**config.mk**
```make
export PLATFORM = sky130hd
export DESIGN_NAME = oled_scene_mux
export DESIGN_NICKNAME = d
export VERILOG_FILES = /design/src/rtl/oled_pkg.sv /design/src/rtl/oled_scene_mux_pixel_coord.sv /design/src/rtl/oled_scene_mux.sv
export SDC_FILE = /design/constraint.sdc
export NUM_CORES = 1
export LEC_CHECK = 0
export ABC_AREA = 1
export CAP_MARGIN = 5
export CORE_ASPECT_RATIO = 0.7
export CORE_UTILIZATION = 35
export DETAILED_ROUTE_END_ITERATION = 12
export GPL_TIMING_DRIVEN = 0
export PLACE_DENSITY = 0.77
export SYNTH_ARGS = -nofsm -noshare
export SYNTH_HDL_FRONTEND = slang
export SYNTH_HIERARCHICAL = 1
export SYNTH_SLANG_ARGS = --single-unit
export TNS_END_PERCENT = 50
```
**constraint.sdc**
```tcl
create_clock -name clk -period 4.1 [get_ports clk]
set_input_delay 0.82 -clock clk [delete_from_list [all_inputs] [get_ports clk]]
set_output_delay 0.82 -clock clk [all_outputs]
set_load 0.02 [all_outputs]
```
**src/rtl/oled_pkg.sv**
```systemverilog
// Shared OLED constants, scene identifiers and the scene-mux state type.
// Imported by every file of the pixel path.
package oled_pkg;

  localparam int OLED_W = 96;
  localparam int OLED_H = 64;
  localparam int PI_W   = 13;

  localparam logic [15:0] BLACK  = 16'h0000;
  localparam logic [15:0] YELLOW = 16'hFFE0;

  typedef enum logic [1:0] {
    SCENE_MENU,
    SCENE_MAZE,
    SCENE_WIRE,
    SCENE_COLOUR
  } scene_e;

  typedef enum logic [1:0] {
    ST_SHOW,
    ST_PENDING,
    ST_BLANK
  } mux_state_e;

endpackage

```
**src/rtl/oled_scene_mux_pixel_coord.sv**
```systemverilog
// Linear pixel index to column/row conversion for a WIDTH x HEIGHT panel.
// Indices past the last pixel give meaningless coordinates; callers mask them.
module pixel_coord
  import oled_pkg::*;
#(
  parameter int WIDTH  = OLED_W,
  parameter int HEIGHT = OLED_H,
  localparam int PI_W_L = $clog2(WIDTH * HEIGHT),
  localparam int X_W    = $clog2(WIDTH),
  localparam int Y_W    = $clog2(HEIGHT)
) (
  input  logic [PI_W_L-1:0] pixel_index,
  output logic [X_W-1:0]    x,
  output logic [Y_W-1:0]    y
);

  assign x = X_W'(pixel_index % PI_W_L'(WIDTH));
  assign y = Y_W'(pixel_index / PI_W_L'(WIDTH));

endmodule

```
**src/rtl/oled_scene_mux.sv**
```systemverilog
// Arbitrates N_SCENES game pixel streams onto the OLED bus, switching only on
// frame boundaries with optional blank frames, plus a bottom progress bar.
module oled_scene_mux
  import oled_pkg::*;
#(
  parameter int          N_SCENES     = 4,
  parameter int          WIDTH        = OLED_W,
  parameter int          HEIGHT       = OLED_H,
  parameter int          RESET_SCENE  = 0,
  parameter int          BLANK_FRAMES = 2,
  parameter int          BAR_ROWS     = 2,
  parameter logic [15:0] BAR_COLOUR   = YELLOW,
  parameter logic [15:0] BLANK_COLOUR = BLACK,
  localparam int PI_W_L = $clog2(WIDTH * HEIGHT),
  localparam int X_W    = $clog2(WIDTH),
  localparam int Y_W    = $clog2(HEIGHT),
  localparam int SC_W   = $clog2(N_SCENES)
) (
  input  logic                   clk,
  input  logic                   reset,
  input  logic                   frame_begin,
  input  logic [PI_W_L-1:0]      pixel_index,
  input  logic [16*N_SCENES-1:0] scene_pixel,
  input  logic [SC_W-1:0]        scene_req,
  input  logic                   scene_req_valid,
  output logic                   scene_req_ready,
  input  logic [X_W:0]           bar_len,
  output logic [X_W-1:0]         x,
  output logic [Y_W-1:0]         y,
  output logic [15:0]            pixel_data,
  output logic [SC_W-1:0]        active_scene,
  output logic                   switching,
  output logic                   bad_req,
  output logic [15:0]            frame_count
);

  localparam int BC_W = (BLANK_FRAMES > 1) ? $clog2(BLANK_FRAMES) : 1;

  mux_state_e      state;
  logic [SC_W-1:0] pending;
  logic [BC_W-1:0] blank_cnt;
  logic [X_W:0]    bar_lim;
  logic            in_range;
  logic            in_bar;

  pixel_coord #(
    .WIDTH  (WIDTH),
    .HEIGHT (HEIGHT)
  ) u_coord (
    .pixel_index (pixel_index),
    .x           (x),
    .y           (y)
  );

  // The active scene only changes at a frame_begin, so a frame never tears.
  always_ff @(posedge clk) begin
    if (reset) begin
      state           <= ST_SHOW;
      active_scene    <= SC_W'(RESET_SCENE);
      pending         <= '0;
      blank_cnt       <= '0;
      frame_count     <= '0;
      bad_req         <= 1'b0;
      switching       <= 1'b0;
      scene_req_ready <= 1'b1;
    end else begin
      bad_req <= 1'b0;
      if (frame_begin) begin
        frame_count <= frame_count + 16'd1;
      end
      case (state)
        ST_SHOW: begin
          if (scene_req_valid && scene_req_ready) begin
            if (int'(scene_req) >= N_SCENES) begin
              bad_req <= 1'b1;
            end else if (scene_req != active_scene) begin
              pending         <= scene_req;
              state           <= ST_PENDING;
              switching       <= 1'b1;
              scene_req_ready <= 1'b0;
            end
          end
        end
        ST_PENDING: begin
          if (frame_begin) begin
            if (BLANK_FRAMES > 0) begin
              blank_cnt <= BC_W'(BLANK_FRAMES - 1);
              state     <= ST_BLANK;
            end else begin
              active_scene    <= pending;
              state           <= ST_SHOW;
              switching       <= 1'b0;
              scene_req_ready <= 1'b1;
            end
          end
        end
        ST_BLANK: begin
          if (frame_begin) begin
            if (blank_cnt == '0) begin
              active_scene    <= pending;
              state           <= ST_SHOW;
              switching       <= 1'b0;
              scene_req_ready <= 1'b1;
            end else begin
              blank_cnt <= blank_cnt - BC_W'(1);
            end
          end
        end
        default: begin
          state           <= ST_SHOW;
          switching       <= 1'b0;
          scene_req_ready <= 1'b1;
        end
      endcase
    end
  end

  // Bar overlay wins over the scene; blank frames and off-panel indices are plain blank.
  always_comb begin
    bar_lim    = (bar_len > (X_W + 1)'(WIDTH)) ? (X_W + 1)'(WIDTH) : bar_len;
    in_range   = int'(pixel_index) < WIDTH * HEIGHT;
    in_bar     = (int'(y) >= HEIGHT - BAR_ROWS) && ({1'b0, x} < bar_lim);
    pixel_data = BLANK_COLOUR;
    if (in_range && state != ST_BLANK) begin
      if (in_bar) begin
        pixel_data = BAR_COLOUR;
      end else begin
        pixel_data = scene_pixel[16 * int'(active_scene) +: 16];
      end
    end
  end

endmodule

```
==> results.toml <==
[die]
dieArea_sq_um = 7029
core_region_area_sq_um = 6336
start_util_pct = 36.97
row_count = 24
die_h_um = 70.45
die_x_um = 99.78
io_pins = 141

[global_routing]
grt_max_degree = 14
grtUsageMet2_pct = 37.24
grt_pass1_vias = 2662
use_met3_pct = 2.503
grtUsageTotal_pct = 22.60
gr-total-overflow = 0
grt_util_met1_pct = 32.04
antenna_found_initial = 0
grt_pass1_wl_um = 12790
top_usage_layer = "met2"

[outcome]
violations = "negative setup slack"
status = "finished with violations"

[worst_hold_path]
hold_path_class = "flop to flop"
min_path_cells = 2
min_to = "pending[0]"
hold_path.startpoint = "pending[0]"

[logic_synthesis]
synth_flop_cell = "dfxtp_1"
synth_top_area_share_pct = 21.37
synth_mux_area_share_pct = 0
synthXorXnorAreaFrac_pct = 1.496
synth_warnings = 6
syn-cell-area_sq_um = 2342
synthAdderAreaFrac_pct = 3.739
avgSynthCellArea_sq_um = 6.148
async_flop_share_pct = 0
synth_simple_gate_area_share_pct = 36.06
synth_compound_area_share_pct = 25.05
synth_largest_area_cell = "dfxtp_1"
syn_nets = 479
synth_edf_count = 0
ys_seq_area_share_pct = 21.37
synth_top_family_by_area = "simple AND/OR/NAND/NOR gates"
synth_area_leaders = "dfxtp_1 21%, nand2_1 19%, a21oi_1 10%, a32o_1 6.8%, inv_1 6.4%"
syn_inst = 381
synth.distinct_cells = 38
ys_ff_latch = 25

[timing]
rsz0062_at_grt = "yes"
slew_violations = 0
fin_crit_ps = 4462
tightestPinTransition_ps = 1146
fmax_mhz = 224.1
worst_clock_skew_ps = 5.388
worst_slack_ps = -361.7
hold_viol = 0
slew_headroom_pct = 23.57
setup_viol = 16
fin_crit_sh_pct = 108.8

[layout]
layout_commonest_cell = "clkdlybuf4s50_1"
drive_above_1_share_pct = 20.45
fillCellCount = 552
antenna_cells = 0
syn_to_final_growth_pct = 81.04
final_nets = 627
final_cell_area_sq_um = 4240
layout_common_cells = "113 x clkdlybuf4s50_1, 110 x nand2_1, 38 x a21oi_1"

[critical_path]
critPathLaunchType = "input pin"
worstPathArrival_ps = 3640
slowest_stage = "clkdlybuf4s15_2"
critPathCaptureType = "primary output"
crit_path_max_fanout = 5
critPathTopFamily = "simple AND/OR/NAND/NOR gates"
crit_type = "input pin to primary output"
crit_top_cell = "nand2_4"
r2r_start = "frame_count[0]"
cpPeakStageDelay_ps = 240
ff2ff_path_depth = 8
reg2reg_to = "frame_count[12]"
crit_buf_inv = 5
crit_chain = "clkdlybuf4s15_2 > inv_1 > o21ai_4 > nand2_4 > o21ai_4 > nand2_4 > a21oi_4 > nor2_4 > o21bai_4 > nand3_2 > nand2_4 > nand2_2 > nand2_4 > ha_4 > a21oi_2 > nor2_1 > nor4_1 > nand2_1 > buf_4 > buf_16 > a21oi_4 > buf_6"
rrSetupSlack_ps = 2540
critPathRequiredTime_ps = 3280

[route]
drt-initial-drc-count = 141
wl_um = 8262
vias = 3038
ant_nets = 0
dr.pass1.iters = 5
avgRoutedWirePerCell_um = 13.35
drc = 0
drt-vias-per-instance = 4.908

[place]
hpwlAfterDp_um = 6703
place_congestion = 0.9208
portBuffers = 133
place_area_sq_um = 4024

[clock_tree]
root_buffer = "clkbuf_8"
clk_pin_slew_ps = 80
cts_buffers = 3
ctsHoldBuffers = 0
cts_tree = "built"
clock_latency_ps = 270
clockBufferDepth = 2
ctsHtreeMaxLevel = 1
cts_sinks = 25

[power]
power_frac_comb_pct = 59.5
total_power_w = 0.001034
p_int_w = 0.0006250
p_sw_w = 0.0004091
powerDensity_nw_per_um2 = 243.9
clkPwrFrac_pct = 14.1
p_seq_share_pct = 26.4
ir_drop_mv = 0.1430
switching_share_pct = 39.56
p_leak_nw = 1.779

[run]
drv_cap = 0
==> stage by stage <==
stage / utilization [%] / hold slack (ps) / std cells / TNS [ps] / worst slack (ps)
after floorplan: - / 437.6 / 381 / -2213 / -191.3
after global placement: 63.51 / 448.8 / 605 / -25750 / -1590
after detailed placement: 63.51 / 465.8 / 605 / -26400 / -1627
after CTS: 66.57 / 478.5 / 618 / -4827 / -359.8
after global routing: 66.92 / 481.5 / 619 / -8283 / -586.8
final: 66.92 / 479.0 / 619 / -4863 / -361.7
==> state kept, by name, indices dropped and copies added (netlist names) <==
name / cells
state: 2
blank_cnt: 1
scene_req_ready: 1
active_scene: 2
switching: 1
frame_count: 16
pending: 2
==> tightest hold or removal path: cells and delay by family, from the launching register on <==
family / cells / cell delay, ps
simple gates: 1 / 70
compound gates: 1 / 50
flops: 1 / 320
==> area by class of cell <==
class	count	area, sq um	area share, %
inverter	43	181.4	4.279
sequential	25	500.5	11.80
buffer	22	135.1	3.187
multi-input combinational	291	1827	43.08
tap	91	113.9	2.685
timing repair buffer	143	1438	33.90
clock buffer	4	45.04	1.062
==> cell families (layout without fill, tap and decap cells) <==
logic type	after synthesis	in the layout
simple gates	189	189
compound gates	90	90
buf+inv	65	212
flops	25	25
fa+ha+maj	7	7
xor+xnor	4	4
other cells	1	1
==> power by group through the flow <==
| stage | sequential (W) | clock [W] | combinational, W |
|---|---|---|---|
| 3_5_place_dp | 0.000278 | 0 | 0.000582 |
| 3_3_place_gp | 0.000278 | 0 | 0.000574 |
| 2_1_floorplan | 0.000289 | 0 | 0.000330 |
| 4_1_cts | 0.000273 | 0.000150 | 0.000609 |
| 5_1_grt | 0.000275 | 0.000157 | 0.000661 |
| 6_report | 0.000273 | 0.000146 | 0.000615 |
==> how the worst max path moves through the flow <==
stage | start | end | cells after the start
finish | pixel_index[9] | pixel_data[9] | 22
global route | pixel_index[9] | pixel_data[9] | 22
CTS | pixel_index[12] | pixel_data[11] | 27
detailed placement | pixel_index[12] | pixel_data[7] | 25
global placement | pixel_index[12] | pixel_data[10] | 25
floorplan | pixel_index[12] | pixel_data[10] | 23
==> timing repair <==
action | in CTS | in global routing
cloned | 1 | 0
gates resized for setup | 127 | 3
setup buffers | 8 | 1
setup endpoints to repair | 20 | 16
pin swaps | 13 | 0
==> metal layers <==
layer,wire length [um],vias to the layer above
li1,-,1551
met1,3790,1377
met2,3892,106
met3,529,4
met4,49,0
met5,0,-
==> cell usage after synthesis (6+ instances only) <==
master,n
a21oi_1,49
ha_1,7
o21ai_0,8
inv_1,40
clkbuf_1,9
a32o_1,16
buf_2,6
nand2_2,11
buf_4,6
nand3_1,11
nand2_1,117
dfxtp_1,25
nor2_1,27
Note: power is estimated with default switching activity, not from simulation.
